--- src/rtl/inst_fetch.sv ---
// Fetch stage: drives the PC into instruction memory, captures the returned
// word into a one-entry valid/ready output register, and handles start,
// redirect, backpressure, halt detection and a delivered-instruction count.
//
// state | meaning
// IDLE  | waiting for start_i, no capture
// RUN   | fetching one word per cycle when the output register can take it
// HALT  | halt word seen, no capture until redirect_i or reset
module inst_fetch #(
    parameter int                 ADDR_W      = 8,
    parameter int                 INSTR_W     = 19,
    parameter logic [ADDR_W-1:0]  RESET_PC    = '0,
    parameter logic [4:0]         HALT_OPCODE = 5'b11111,
    parameter int                 CNT_W       = 16
) (
    input  logic               clk,
    input  logic               rst_n,
    input  logic               start_i,
    output logic [ADDR_W-1:0]  pc_o,
    input  logic [INSTR_W-1:0] instr_i,
    input  logic               redirect_i,
    input  logic [ADDR_W-1:0]  redirect_pc_i,
    output logic               out_valid_o,
    input  logic               out_ready_i,
    output logic [INSTR_W-1:0] out_instr_o,
    output logic [ADDR_W-1:0]  out_pc_o,
    output logic [1:0]         state_o,
    output logic [CNT_W-1:0]   fetch_count_o
);

    typedef enum logic [1:0] {
        S_IDLE = 2'b00,
        S_RUN  = 2'b01,
        S_HALT = 2'b10
    } state_t;

    state_t              state, state_nxt;
    logic [ADDR_W-1:0]   pc_nxt;
    logic                valid_nxt;
    logic [INSTR_W-1:0]  instr_nxt;
    logic [ADDR_W-1:0]   out_pc_nxt;
    logic [CNT_W-1:0]    cnt_nxt;
    logic                accept;

    assign state_o = state;
    assign accept  = out_valid_o && out_ready_i;

    // State and datapath registers; pc_o comes straight from a flop.
    always_ff @(posedge clk or negedge rst_n) begin
        if (!rst_n) begin
            state         <= S_IDLE;
            pc_o          <= RESET_PC;
            out_valid_o   <= 1'b0;
            out_instr_o   <= '0;
            out_pc_o      <= '0;
            fetch_count_o <= '0;
        end else begin
            state         <= state_nxt;
            pc_o          <= pc_nxt;
            out_valid_o   <= valid_nxt;
            out_instr_o   <= instr_nxt;
            out_pc_o      <= out_pc_nxt;
            fetch_count_o <= cnt_nxt;
        end
    end

    // Next-state, capture, redirect and counter logic.
    always_comb begin
        state_nxt  = state;
        pc_nxt     = pc_o;
        valid_nxt  = out_valid_o;
        instr_nxt  = out_instr_o;
        out_pc_nxt = out_pc_o;
        cnt_nxt    = fetch_count_o;

        // A handshake counts as delivered even when a redirect flushes it.
        if (accept && (fetch_count_o != {CNT_W{1'b1}}))
            cnt_nxt = fetch_count_o + 1'b1;

        case (state)
            S_IDLE: begin
                if (start_i) begin
                    state_nxt = S_RUN;
                    pc_nxt    = RESET_PC;
                end
            end
            S_RUN: begin
                if (redirect_i) begin
                    pc_nxt    = redirect_pc_i;
                    valid_nxt = 1'b0;
                end else if (!out_valid_o || out_ready_i) begin
                    instr_nxt  = instr_i;
                    out_pc_nxt = pc_o;
                    valid_nxt  = 1'b1;
                    pc_nxt     = pc_o + 1'b1;
                    if (instr_i[INSTR_W-1 -: 5] == HALT_OPCODE)
                        state_nxt = S_HALT;
                end
            end
            S_HALT: begin
                if (redirect_i) begin
                    state_nxt = S_RUN;
                    pc_nxt    = redirect_pc_i;
                    valid_nxt = 1'b0;
                end else if (accept) begin
                    valid_nxt = 1'b0;
                end
            end
            default: state_nxt = S_IDLE;
        endcase
    end

endmodule

--- config.mk ---
export PLATFORM = sky130hd
export DESIGN_NAME = inst_fetch
export DESIGN_NICKNAME = d
export VERILOG_FILES = /design/src/rtl/inst_fetch.sv
export SDC_FILE = /design/constraint.sdc
export NUM_CORES = 1
export LEC_CHECK = 0
export CORE_ASPECT_RATIO = 1.75
export CORE_MARGIN = 4
export CORE_UTILIZATION = 56
export CTS_CLUSTER_SIZE = 40
export DETAILED_ROUTE_END_ITERATION = 8
export DONT_BUFFER_PORTS = 1
export HOLD_SLACK_MARGIN = 0.03
export PLACE_DENSITY_LB_ADDON = 0.2
export SLEW_MARGIN = 20
export SYNTH_ARGS = -nofsm -noshare
export SYNTH_HDL_FRONTEND = slang
export SYNTH_SLANG_ARGS = --single-unit
--- constraint.sdc ---
create_clock -name clk -period 1.9 [get_ports clk]
set_input_delay 0.38 -clock clk [delete_from_list [all_inputs] [get_ports clk]]
set_output_delay 0.38 -clock clk [all_outputs]
set_load 0.02 [all_outputs]
---- Yosys cells after proc, flatten, opt, wreduce, memory -nomap -nowiden ----
Index checks and enable logic that the tools add are counted.
W data, S select, Z words.
operators by class
  $lt $le $gt $ge ......................... 0
  shift operators ......................... 0
  muxes and demuxes ....................... 16
  add/subtract/negate cells ............... 2
  divide/modulo/power cells ............... 0
  bitwise operators ....................... 1
  equal/unequal tests ..................... 11
  multiply operators ...................... 0
  reductions and logical operators ........ 11
operator list
  cell                     number
  $mux W8                  4
  $pmux W8 S3              1
  $add A16 B1 Y16 const B  1
  $ne A16 B16 Y1 const B   1
  $mux W2                  5
  $ne A2 B2 Y1 const B     5
  $add A8 B1 Y8 const B    1
  $ne A3 B3 Y1 const B     2
  $pmux W2 S3              1
  $reduce_and A3 Y1        2
  $eq A5 B5 Y1 const B     1
  $reduce_and A5 Y1        1
  $mux W1                  4
  $reduce_and A4 Y1        1
  $reduce_bool A3 Y1       1
  $eq A2 B1 Y1 const B     1
  $eq A2 B2 Y1 const B     1
  $logic_and A1 B1 Y1      2
  $logic_not A2 Y1         1
  $pmux W1 S2              1
  $reduce_bool A2 Y1       1
  $logic_not A1 Y1         1
  $logic_or A1 B1 Y1       1
  $not A1 Y1               1
word-level totals
  latch bits .............................. 0
  word-level logic and storage cells ...... 47
  register bits after elaboration ......... 54
  output and inout port bits .............. 54
  input port bits ......................... 32
  bits in writable memories ............... 0
  memories ................................ 0
  bits in read-only memories .............. 0

---- Depth between registers and ports, before layout ----
  depth after elaboration ................. 5
  depth in mapped cells ................... 9
  gate-level depth less buffers ........... 6

---- Least setup slack after synthesis ----
Ideal clock, no wire load.
  path type ............................... flip-flop to flip-flop
  from .................................... reg state[1] (netlist: state_o[1])
  to ...................................... reg pc_o[7]
  library setup time ...................... 86 ps
  buffers on the path ..................... 3
  path slack .............................. -144 ps
  stages on the path, launching flop included .. 10
  arrival time ............................ 1958 ps
  cells stage by stage .................... dfrtp_1 -> inv_1 -> ha_1 -> buf_6 -> nor2b_4 -> a2111o_1 -> buf_6 -> or2_1 -> buf_6 -> o221ai_2
between the ends
  longest elaborated chain between the ends .. 3
  elaborated cells on any way between the ends .. 9
  classes of those cells .................. eq/ne: 5; mux: 1; reduce/logical: 3
ends and longest elaborated chain
  item                                                   RTL line  source
  start: declaration                                     37        state_t state, state_nxt;
  start signal: assignment                               58        state <= state_nxt;
  $eq A2 B1 Y1 (tied with other cells)                   80        case (state)
  $ne A3 B3 Y1 (no source line) (tied with other cells)  --
  $reduce_and A4 Y1 (no source line)                     --
  end signal: assignment                                 59        pc_o <= pc_nxt;
  end: declaration                                       19        output logic [ADDR_W-1:0] pc_o,
Several ways; a longest one is shown, not always the timed one.
A chain may end at the register's enable or synchronous reset.

---- Worst setup path after layout ----
  from .................................... reg state[1] (netlist: state_o[1])
  to ...................................... reg out_instr_o[10]
between the ends
  longest elaborated chain between the ends .. 2
ends and longest elaborated chain
  item                                RTL line  source
  $eq A2 B1 Y1                        80
  $reduce_and A3 Y1 (no source line)  --
  end signal: assignment              61        out_instr_o <= instr_nxt;
  end: declaration                    25        output logic [INSTR_W-1:0] out_instr_o,
Every way passes these cells.

==> results.yml <==
run_status:
  status: "completed"
yosys:
  synthesis.area_um2: 2550
  synth_seq_cells: 54
  synth.top_cells.by_area: "sky130_fd_sc_hd__dfrtp_1, sky130_fd_sc_hd__mux2_2, sky130_fd_sc_hd__ha_1, sky130_fd_sc_hd__xnor2_1, sky130_fd_sc_hd__nand4_1"
  synth_top_family_by_area: "simple AND/OR/NAND/NOR gates"
  synth_simple_gate_area_share_pct: 15.1
  synth_flop_cell: "sky130_fd_sc_hd__dfrtp_1"
  post_synth_fa_ha_maj_area_fraction_pct: 2.94
  synthDominantAreaCellType: "sky130_fd_sc_hd__dfrtp_1"
  synthesized_net_count: 253
  post_synthesis_async_set_or_reset_flop_share_pct: 100
  synthXorXnorAreaFrac_pct: 4.47
  synth_enable_flop_cells: 0
  post-synth-top-count-cell: "sky130_fd_sc_hd__dfrtp_1"
  mux_cell_area_share_after_synthesis_pct: 13.2
  synthesis.instances: 215
  synth_top_area_share_pct: 53.0
  ys_seq_area_share_pct: 53.0
  yosys.cell_types.count: 43
  synth_compound_gate_area_share_pct: 8.83
  synth.avg_cell_area_um2: 11.9
  synth_commonest_cells: "sky130_fd_sc_hd__dfrtp_1, sky130_fd_sc_hd__mux2_2, sky130_fd_sc_hd__nand2_1"
  synthesis.yosys.warnings: 0
floorplanning:
  core_region_area_um2: 4400
  die_y_um: 97.3
  initial_core_util_pct: 57.9
  dieArea_um2: 5740
  fp_rows: 32
  die_x_um: 59.0
  pin_count: 86
sta:
  setup_viol_count_final: 0
  highest_clock_rate_mhz: 555
  rsz0062_at_grt: "false"
  setup_skew_ns: 0.00922
  final.setup.tns_ns: 0
  final_min_period_over_clock_period_pct: 94.9
  hold_viol: 0
  drv_slew: 0
  worst-slew-pin-transition_ns: 0.489
  final_period_minus_worst_setup_slack_ns: 1.80
  slew_headroom_pct: 67.3
detailed_routing:
  drt_pass1_iterations: 4
  wire_per_inst_um: 19.4
  postRouteAntennaNets: 0
  detailedRoute.firstIterationViolations: 84
  drc_errors: 0
  totalWireLength_um: 5680
  num_vias: 1812
  vias_per_cell: 6.18
setup_path:
  cp_data_required_time_ns: 2.09
  start_kind: "register"
  crit_path_arrival_time_ns: 2.00
  crit_path_max_fanout: 16
  crit_type: "register to register"
  critPathCaptureType: "register"
clocking:
  htreeDepth: 2
  clock_path_buffers: 2
  cts_buffers: 5
  clk_pin_slew_ns: 0.10
  clock_tree_from_tritoncts: "done"
  cts_sinks: 54
  cts_root_buffer: "sky130_fd_sc_hd__clkbuf_8"
  clk-insertion-delay-late_ns: 0.30
  postCtsSetupRepairBufs: 0
pwr:
  cellLeakagePower_nw: 1.28
  power-per-cell-area_nw_per_um2: 1530
  p_total_mw: 4.44
  power.ir.vdd_worst_uv: 1170
grt:
  grt_pass1_vias: 1975
  grt_start_max_net_pins: 55
  grt_first_pass_wirelength_um: 9700
  gr-max-usage-layer: "met2"
  gr-total-overflow: 0
  grt_use_met2_pct: 38.6
  grt.met3_usage_pct: 4.12
  initial_antenna_violation_count: 0
  globalRouteTotalUtil_pct: 21.6
  grtUsageMet1_pct: 24.5
placement:
  placement.cell_area_um2: 2760
  dp_hpwl_um: 4360
  globalplace.congestion: 0.786
  io_buffer_count: 0
  dp_cells: 283
cells_and_area:
  finalNetCount: 279
  insertedDiodeCount: 0
  stdcell_count: 293
  flip_flop_and_latch_area_um2: 1350
  area_of_combinational_cells_with_multiple_inputs_um2: 1160
  fin_area_um2: 2900
  drive_gt1_share_pct: 30.2
  area.growth.synth_to_final_pct: 13.5
  fillerInstances: 348
flow_run:
  drv.max_cap_violation_count: 0
min_path:
  worstHoldPathType: "input pin to register"
-- worst max-delay path: stages (launching register included) --
cell and delay [ns]:
sky130_fd_sc_hd__dfrtp_2 0.45, sky130_fd_sc_hd__inv_2 0.10, sky130_fd_sc_hd__ha_4 0.18, sky130_fd_sc_hd__nand2b_1 0.18
sky130_fd_sc_hd__nor2_4 0.17, sky130_fd_sc_hd__buf_4 0.24, sky130_fd_sc_hd__mux2_2 0.37
-- layout make-up --
class | count | area share [%]
clock inverter | 2 | 0.432
inverter | 5 | 0.648
sequential | 54 | 46.8
clock buffer | 6 | 2.85
timing repair buffer | 24 | 7.00
tap | 51 | 2.20
multi-input combinational | 151 | 40.1
-- logic make-up (layout without fill, tap and decap cells) --
kind of cell	Yosys count	in the layout
xor gates and xnor gates	13	13
adders and majority gates	6	6
AOI/OAI and AO/OA	34	34
buffers and inverters	10	37
and+or+nand+nor	68	68
DFF	54	54
muxes	30	30
-- path summary, 6_finish.rpt --
path                             startpoint          endpoint  slack (ns)  cells past startpoint
max in group asynchronous             rst_n        state_o[1]        1.07                      2
max                              state_o[1]   out_instr_o[10]         0.1                      6
min in group asynchronous             rst_n   out_instr_o[13]        0.59                      2
min reg2reg                fetch_count_o[3]  fetch_count_o[3]        0.57                      1
max reg2reg                      state_o[1]   out_instr_o[10]         0.1                      6
min                              redirect_i       out_valid_o        0.15                      1
-- where the power goes --
group | leakage [nW] | switching (mW) | internal, mW
registers | 0.689 | 0.787 | 1.57
logic | 0.545 | 0.731 | 0.688
clock network | 0.0472 | 0.364 | 0.294
total | 1.28 | 1.88 | 2.55
-- layout by cell type (no fill, tap or decap), types with 6 or more instances in the layout --
cell type and instances:
sky130_fd_sc_hd__a21oi_1 7, sky130_fd_sc_hd__buf_4 22, sky130_fd_sc_hd__clkbuf_8 6, sky130_fd_sc_hd__dfrtp_1 52
sky130_fd_sc_hd__mux2_2 29, sky130_fd_sc_hd__nand2_1 14, sky130_fd_sc_hd__nand3_1 10, sky130_fd_sc_hd__nand4_1 9
sky130_fd_sc_hd__nor2_1 8, sky130_fd_sc_hd__o21ai_1 6, sky130_fd_sc_hd__xnor2_1 7, sky130_fd_sc_hd__xor2_1 6
-- per-stage QoR --
stage          setup WS, ns  hold WS [ns]  util (%)
4_1_cts              0.0498         0.139      65.6
2_1_floorplan       -0.0246        0.0844         -
3_3_place_gp          0.172        0.0856      62.6
6_report             0.0972         0.146      65.7
3_5_place_dp         0.0664        0.0859      62.6
5_1_grt             0.00263         0.141      65.7
-- flip-flops by register name, indices dropped and copies added, names as in the netlist --
| signal | flops |
|---|---|
| out_pc_o | 8 |
| state_o | 2 |
| pc_o | 8 |
| out_instr_o | 19 |
| fetch_count_o | 16 |
| out_valid_o | 1 |
-- routing by layer --
| metal | wire [um] | part of all wire, % |
|---|---|---|
| met5 | 0 | 0 |
| met4 | 107 | 1.9 |
| met3 | 373 | 6.6 |
| met2 | 3250 | 57 |
| met1 | 1940 | 34 |
-- timing repair --
item / 4_1_cts / 5_1_grt
hold endpoints to repair: 54 / 0
endpoints found under the setup margin: 0 / 8
hold buffers: 2 / 0
gates resized for setup: 0 / 3
Note: power is estimated with default switching activity, not from simulation.
